==> src/rtl/imem_loader.sv <==
// imem_loader: fills instruction memory from a length-prefixed little-endian
// byte stream and holds the core in reset until the image is complete.
//
// Ports
//   i_clk, i_rst   clock, synchronous active-high reset
//   i_start        pulse: begin a load (honoured in IDLE, DONE, ERROR)
//   i_byte_valid   stream byte valid
//   i_byte         stream byte
//   o_byte_ready   loader accepts a byte this cycle (LEN, DATA)
//   o_imem_we      instr_mem write strobe, one cycle per word
//   o_imem_addr    byte address of the write (word index * 4)
//   o_imem_wdata   assembled instruction word
//   o_busy         high in LEN and DATA
//   o_done         image fully written
//   o_error        header word count exceeds DEPTH_WORDS (sticky)
//   o_cpu_rst      reset request to the core (low only in DONE)
//   o_word_cnt     words written in the current load
module imem_loader #(
    parameter int unsigned DEPTH_WORDS = 2048,
    parameter int unsigned CNT_W       = 16
) (
    input  logic             i_clk,
    input  logic             i_rst,
    input  logic             i_start,
    input  logic             i_byte_valid,
    input  logic [7:0]       i_byte,
    output logic             o_byte_ready,
    output logic             o_imem_we,
    output logic [31:0]      o_imem_addr,
    output logic [31:0]      o_imem_wdata,
    output logic             o_busy,
    output logic             o_done,
    output logic             o_error,
    output logic             o_cpu_rst,
    output logic [CNT_W-1:0] o_word_cnt
);

    localparam int unsigned WORD_W = 32;
    localparam int unsigned ASM_W  = 24;

    typedef enum logic [2:0] {
        S_IDLE,
        S_LEN,
        S_DATA,
        S_DONE,
        S_ERROR
    } state_t;

    state_t              state;
    state_t              state_next;
    logic [1:0]          byte_cnt;
    logic [ASM_W-1:0]    asm_q;      // first three bytes of the word in flight
    logic [CNT_W-1:0]    len_q;      // header word count
    logic                accept_c;
    logic                last_byte_c;
    logic                start_c;
    logic [WORD_W-1:0]   word_c;

    // Byte handshake and word assembly: the newest byte lands in the top lane.
    always_comb begin
        accept_c    = i_byte_valid && o_byte_ready;
        last_byte_c = accept_c && (byte_cnt == 2'd3);
        word_c      = {i_byte, asm_q};
        start_c     = i_start && ((state == S_IDLE) || (state == S_DONE) ||
                                  (state == S_ERROR));
    end

    // State register.
    always_ff @(posedge i_clk) begin
        if (i_rst) begin
            state <= S_IDLE;
        end else begin
            state <= state_next;
        end
    end

    // Next-state logic.
    always_comb begin
        state_next = state;
        case (state)
            S_IDLE: begin
                if (start_c) state_next = S_LEN;
            end
            S_LEN: begin
                if (last_byte_c) begin
                    if (word_c == '0)
                        state_next = S_DONE;
                    else if (word_c > WORD_W'(DEPTH_WORDS))
                        state_next = S_ERROR;
                    else
                        state_next = S_DATA;
                end
            end
            S_DATA: begin
                // The last word's write cycle is already spent in DONE.
                if (last_byte_c && ((o_word_cnt + CNT_W'(1)) == len_q))
                    state_next = S_DONE;
            end
            S_DONE, S_ERROR: begin
                if (start_c) state_next = S_LEN;
            end
            default: state_next = S_IDLE;
        endcase
    end

    // Datapath and registered outputs; status flags follow the next state so
    // they are valid in the same cycle the FSM enters a state.
    always_ff @(posedge i_clk) begin
        if (i_rst) begin
            byte_cnt     <= '0;
            asm_q        <= '0;
            len_q        <= '0;
            o_byte_ready <= 1'b0;
            o_imem_we    <= 1'b0;
            o_imem_addr  <= '0;
            o_imem_wdata <= '0;
            o_busy       <= 1'b0;
            o_done       <= 1'b0;
            o_error      <= 1'b0;
            o_cpu_rst    <= 1'b1;
            o_word_cnt   <= '0;
        end else begin
            o_imem_we <= 1'b0;

            if (start_c) begin
                byte_cnt   <= '0;
                o_word_cnt <= '0;
            end

            if (accept_c) begin
                asm_q    <= word_c[WORD_W-1:WORD_W-ASM_W];
                byte_cnt <= byte_cnt + 2'd1;
            end

            // Only meaningful when within DEPTH_WORDS; larger counts go to ERROR.
            if (last_byte_c && (state == S_LEN)) begin
                len_q <= CNT_W'(word_c);
            end

            if (last_byte_c && (state == S_DATA)) begin
                o_imem_we    <= 1'b1;
                o_imem_addr  <= WORD_W'(o_word_cnt) << 2;
                o_imem_wdata <= word_c;
                o_word_cnt   <= o_word_cnt + CNT_W'(1);
            end

            o_byte_ready <= (state_next == S_LEN) || (state_next == S_DATA);
            o_busy       <= (state_next == S_LEN) || (state_next == S_DATA);
            o_done       <= (state_next == S_DONE);
            o_error      <= (state_next == S_ERROR);
            o_cpu_rst    <= (state_next != S_DONE);
        end
    end

endmodule

==> config.mk <==
export PLATFORM = sky130hd
export DESIGN_NAME = imem_loader
export DESIGN_NICKNAME = d
export VERILOG_FILES = /design/src/rtl/imem_loader.sv
export SDC_FILE = /design/constraint.sdc
export NUM_CORES = 1
export LEC_CHECK = 0
export CORE_ASPECT_RATIO = 1.75
export CORE_UTILIZATION = 40
export DETAILED_ROUTE_END_ITERATION = 16
export GPL_TIMING_DRIVEN = 0
export PLACE_DENSITY = 0.68
export SLEW_MARGIN = 40
export SYNTH_ARGS = -nofsm -noshare
export SYNTH_HDL_FRONTEND = slang
export SYNTH_SLANG_ARGS = --single-unit
==> constraint.sdc <==
create_clock -name i_clk -period 2.45 [get_ports i_clk]
set_input_delay 0.3675 -clock i_clk [delete_from_list [all_inputs] [get_ports i_clk]]
set_output_delay 0.3675 -clock i_clk [all_outputs]
set_load 0.01 [all_outputs]
# [After elaboration in Yosys (flattened, before gate mapping)]
# Index checks and enable logic that the tools add are counted.
[totals] register_bits=114 inputBits=12
[classes] n_eq_ne=11 addsub=2 order_cmp=1 reduce_logical=14 mux=11
[op_table] cell="32-bit by 12-bit greater-than comparator with 1-bit output (second input constant)" n=1
[op_table] cell="32-bit zero test" n=1
[op_table] cell="16-bit 2-to-1 mux" n=2
[op_table] cell="16-bit by 1-bit adder with 16-bit output (second input constant)" n=1
[op_table] cell="16-bit == test" n=1
[op_table] cell="3-bit 2-to-1 mux" n=5
[op_table] cell="3-bit by 2-bit == test with 1-bit output (second input constant)" n=4
[op_table] cell="3-bit case mux with 3 select lines" n=1
[op_table] cell="3-bit by 1-bit == test with 1-bit output (second input constant)" n=2
[op_table] cell="3-bit == test (second input constant)" n=2
[op_table] cell="1-bit logical AND" n=6
[op_table] cell="2-bit 2-to-1 mux" n=2
[op_table] cell="2-bit nonzero test" n=2
[op_table] cell="3-bit zero test" n=1
[op_table] cell="1-bit logical OR" n=3
[op_table] cell="3-bit by 2-bit inequality test with 1-bit output (second input constant)" n=1
[op_table] cell="3-bit OR reduction" n=1
[op_table] cell="2-bit by 1-bit adder with 2-bit output (second input constant)" n=1
[op_table] cell="2-bit == test (second input constant)" n=1
[op_table] cell="1-bit 2-to-1 mux" n=1

# [Logic depth before layout (Yosys ltp)]
[depth] depth_word=8 ltp_mapped=9

# [Worst setup path after synthesis]
# OpenSTA, ideal clock, no wires.
[synth_timing] kind="reg2reg" from="register o_word_cnt[0]" to="register o_busy" arrival_time_ns=2.571 path_buffers=1 setup_time_ns=0.072 path_stages_with_launch=10 period_less_slack_ns=2.643 setup_slack_ns=-0.193 cell_sequence="dfxtp_1 -> ha_1 -> nand3_2 -> or3_1 -> buf_2 -> a311oi_2 -> a211oi_1 -> or4b_4 -> o31ai_4 -> mux2i_1"
[synth_via] elab_chain_cells=7 word_cells_on_any_way=8 cone_classes="add/sub: 1; eq/ne: 3; mux: 2; reduce/logical: 2"
[synth_rtl] item="start: declaration" line="35" rtl="output logic [CNT_W-1:0] o_word_cnt"
[synth_rtl] item="start signal: assignment" line="144" rtl="o_word_cnt <= o_word_cnt + CNT_W'(1);"
[synth_rtl] item="16-bit by 1-bit adder with 16-bit output (*)" line="96" rtl="if (last_byte_c && ((o_word_cnt + CNT_W'(1)) == len_q))"
[synth_rtl] item="16-bit == test (*)" line="96"
[synth_rtl] item="1-bit logical AND (*)" line="96"
[synth_rtl] item="3-bit 2-to-1 mux (*)" line="96"
[synth_rtl] item="3-bit case mux with 3 select lines (*)" line="80" rtl="case (state)"
[synth_rtl] item="3-bit by 1-bit == test with 1-bit output or 3-bit by 2-bit == test with 1-bit output (tied branches)" line="148" rtl="o_busy <= (state_next == S_LEN) || (state_next == S_DATA);"
[synth_rtl] item="1-bit logical OR (*)" line="148"
[synth_rtl] item="end signal: assignment" line="148"
[synth_rtl] item="end: declaration" line="31" rtl="output logic o_busy,"
# Every way passes the cells marked *; elsewhere a longest branch is shown, timed or not.
# A chain may end at the register's enable or synchronous reset.

# [Worst setup path in the final report]
[layout_timing] from="register o_word_cnt[1]" to="register o_busy"
# The elaborated chain is that of the path after synthesis.

==> flow_metrics.py <==
metrics = {
    "floorplanning": {
        "io_pins": 98,
        "initial_utilization_pct": 41.0,
        "dieArea_sq_mm": 0.0128,
        "rows": 53,
        "die-width_um": 85.8,
        "coreArea_sq_mm": 0.0120,
        "die_height_um": 149,
    },
    "global_route": {
        "grt_overflow_total": 0,
        "grt_max_degree": 17,
        "antenna_found_initial": 0,
        "grt_first_pass_wirelength_mm": 22.8,
        "grt_pass1_vias": 4619,
        "track_usage_pct": 23.4,
    },
    "layout": {
        "syn2layout_area_growth_pct": 37.0,
        "layout_commonest_cell": "nand2_1",
        "final_util_pct": 56.2,
        "nFillCells": 1149,
        "fin_nets": 768,
        "final_area_sq_mm": 0.00674,
        "drive_above_1_share_pct": 12.5,
        "final_cells": 932,
        "antenna_cells": 0,
        "mostFrequentLayoutCells": "177 x nand2_1, 106 x dfxtp_1, 93 x a21oi_1",
    },
    "place": {
        "placed_area_sq_mm": 0.00601,
        "io_buffers": 80,
        "gp_congestion": 0.907,
        "dp_hpwl_mm": 10.7,
        "post-place-ws_ns": -0.746,
        "dp.cells": 888,
    },
    "power": {
        "p_leak_nw": 2.34,
        "power_density_mw_per_mm2": 632,
        "ir_drop_mv": 0.572,
        "finalPower_mw": 4.26,
    },
    "worst_setup_path": {
        "start_kind": "flip-flop",
        "cp_top_family": "simple AND/OR/NAND/NOR gates",
        "worstReg2RegEnd": "o_busy$_SDFF_PP0_",
        "r2r_slack_ns": 0.04,
        "max_stage_delay_ns": 0.55,
        "slowest_stage": "or4b_4",
        "crit_chain": "ha_4, nand3_4, or3_1, buf_6, a311oi_2, a211oi_1, or4b_4, o31ai_4, mux2i_1",
        "worstPathArrival_ns": 2.75,
        "endpoint_kind": "flip-flop",
        "crit_required_ns": 2.78,
        "r2r_start": "o_word_cnt[1]$_SDFFE_PP0P_",
        "cp_num_buf_inv": 1,
        "worstSetupPathType": "reg2reg",
        "cp_max_fo": 4,
        "ff2ff_path_depth": 9,
    },
    "timing": {
        "hold_viol_final": 0,
        "fin_crit_ns": 2.41,
        "relSlewSlack_pct": 53.6,
        "setup_viol": 0,
        "worst_slack_ns": 0.0386,
        "finalCritPeriodShare_pct": 98.4,
        "finalMaxSlewViolations": 0,
        "fmax_mhz": 415,
        "rsz0062_at_grt": "true",
        "fin_skew_ns": 0.00457,
        "tightest_slew_ns": 0.696,
    },
    "synthesis": {
        "async_reset_ff_share_pct": 0,
        "yosys.area.top_type": "dfxtp_1",
        "yosys_warnings": 0,
        "synth_edf_count": 0,
        "synthTopCellsByArea": "dfxtp_1 46%, nand2_1 14%, a21oi_1 9.5%, mux2i_1 3.7%, nor2_1 3.1%",
        "synth_top_area_share_pct": 46.4,
        "ys_seq_area_share_pct": 46.4,
        "yosys_register_bits": 114,
        "syn_avg_cell_area_sq_um": 7.84,
        "synth.cell_area_sq_mm": 0.00492,
        "ys_types": 48,
        "synth_flop_cell": "dfxtp_1",
        "synth_cells": 628,
    },
    "clocking": {
        "ctsHoldBuffers": 0,
        "clkSinkCount": 114,
        "clkLatencyLatePin_ns": 0.40,
        "cts_tree": "built",
        "cts_buffers": 17,
        "cts.clk_slew.worst_paths_ns": 0.05,
        "htree_levels": 4,
        "max-clock-path-buffers": 2,
        "root_buffer": "clkbuf_16",
    },
    "route": {
        "drt-initial-drc-count": 267,
        "num_vias": 4828,
        "totalWireLength_mm": 14.6,
        "drc": 0,
        "wl_per_cell_um": 15.7,
        "ant_nets": 0,
        "via_per_inst": 5.18,
        "dr.pass1.iters": 5,
    },
    "worst_hold_path": {
        "whs_path_depth": 2,
        "hold_start": "o_imem_addr[12]$_SDFFE_PP0P_",
        "min_to": "o_imem_addr[12]$_SDFFE_PP0P_",
        "hold_class": "reg2reg",
    },
    "flow_run": {
        "drv_cap": 0,
    },
    "run_status": {
        "status": "finished clean",
    },
}
==> cell type report <==
class / instances / area, sq um / area share (%)
clock inverter: 9 / 56.3 / 0.835
multi-input combinational: 463 / 2440 / 36.1
inverter: 5 / 18.8 / 0.278
buffer: 60 / 348 / 5.16
sequential: 114 / 2300 / 34.1
clock buffer: 23 / 478 / 7.09
tap: 165 / 206 / 3.06
timing repair buffer: 93 / 898 / 13.3
==> how the worst max path moves through the flow <==
stage	startpoint	to	slack (ns)	depth (start not counted)
after global placement	i_byte_valid	o_busy$_SDFF_PP0_	-0.74	8
after CTS	o_word_cnt[1]$_SDFFE_PP0P_	o_busy$_SDFF_PP0_	-0.009	9
final	o_word_cnt[1]$_SDFFE_PP0P_	o_busy$_SDFF_PP0_	0.04	9
after detailed placement	i_byte_valid	len_q[10]$_SDFFE_PP0P_	-0.75	8
after floorplan	o_word_cnt[9]$_SDFFE_PP0P_	o_busy$_SDFF_PP0_	0.01	9
after global routing	o_word_cnt[0]$_SDFFE_PP0P_	o_busy$_SDFF_PP0_	-0.06	8
==> through the flow <==
stage	hold WS, ns	setup TNS, ns
2_1_floorplan	0.452	0
3_3_place_gp	0.442	-22.81
3_5_place_dp	0.447	-25.26
4_1_cts	0.454	-0.00876
5_1_grt	0.473	-0.0561
6_report	0.451	0
==> logic make-up after synthesis <==
| logic type | after synthesis | synth area share (%) |
|---|---|---|
| multiplexers | 19 | 3.89 |
| AND/OR/NAND/NOR | 280 | 24.8 |
| adder cells (fa/ha/maj) | 2 | 0.508 |
| XOR/XNOR | 18 | 3.20 |
| other | 1 | 0.0762 |
| AO/OA/AOI/OAI | 128 | 14.6 |
| buffers and inverters | 66 | 6.59 |
| flip-flops | 114 | 46.4 |
==> worst register-to-register path, delay by kind of cell, from the launching register on <==
family          cells  cell delay, ns
compound gates      3            0.46
flops               1            0.36
fa+ha+maj           1            0.15
buf+inv             1            0.14
mux                 1            0.22
simple gates        3            1.01
==> cells in the mapped netlist, types with 12 or more instances <==
master / count
o21ai_0: 15
xnor2_1: 12
clkbuf_1: 31
nand2_1: 177
buf_4: 17
nor4_1: 15
nor2_1: 41
mux2i_1: 18
dfxtp_1: 114
a21oi_1: 93
==> where the power goes <==
group          switching (mW)  leakage, nW  internal, mW
Combinational           0.107         1.16        0.0638
Clock                   0.850        0.255          1.36
Sequential             0.0143        0.924          1.86
Total                   0.971         2.34          3.29
==> metal layers <==
layer,up-vias,share of wire [%],global-route usage [%]
met4,0,5.7,16.8
met3,54,4.0,4.05
met2,170,55,43.4
met1,2256,36,22.8
met5,-,0,0
li1,2348,-,-
==> sequential cells by signal, indices dropped and copies added, names as in the netlist <==
register and cells:
o_imem_we 1, o_busy 1, o_word_cnt 16, asm_q 24
o_done 1, len_q 16, state 3, o_error 1
o_cpu_rst 1, o_imem_addr 16, o_imem_wdata 32, byte_cnt 2
==> what timing repair did <==
action,CTS,global route
endpoints found under the hold margin,0,0
buffers inserted,13,0
endpoints found under the setup margin,34,23
resized for setup,24,12
pin swaps,11,1
Power figures use the tool's default switching activity.
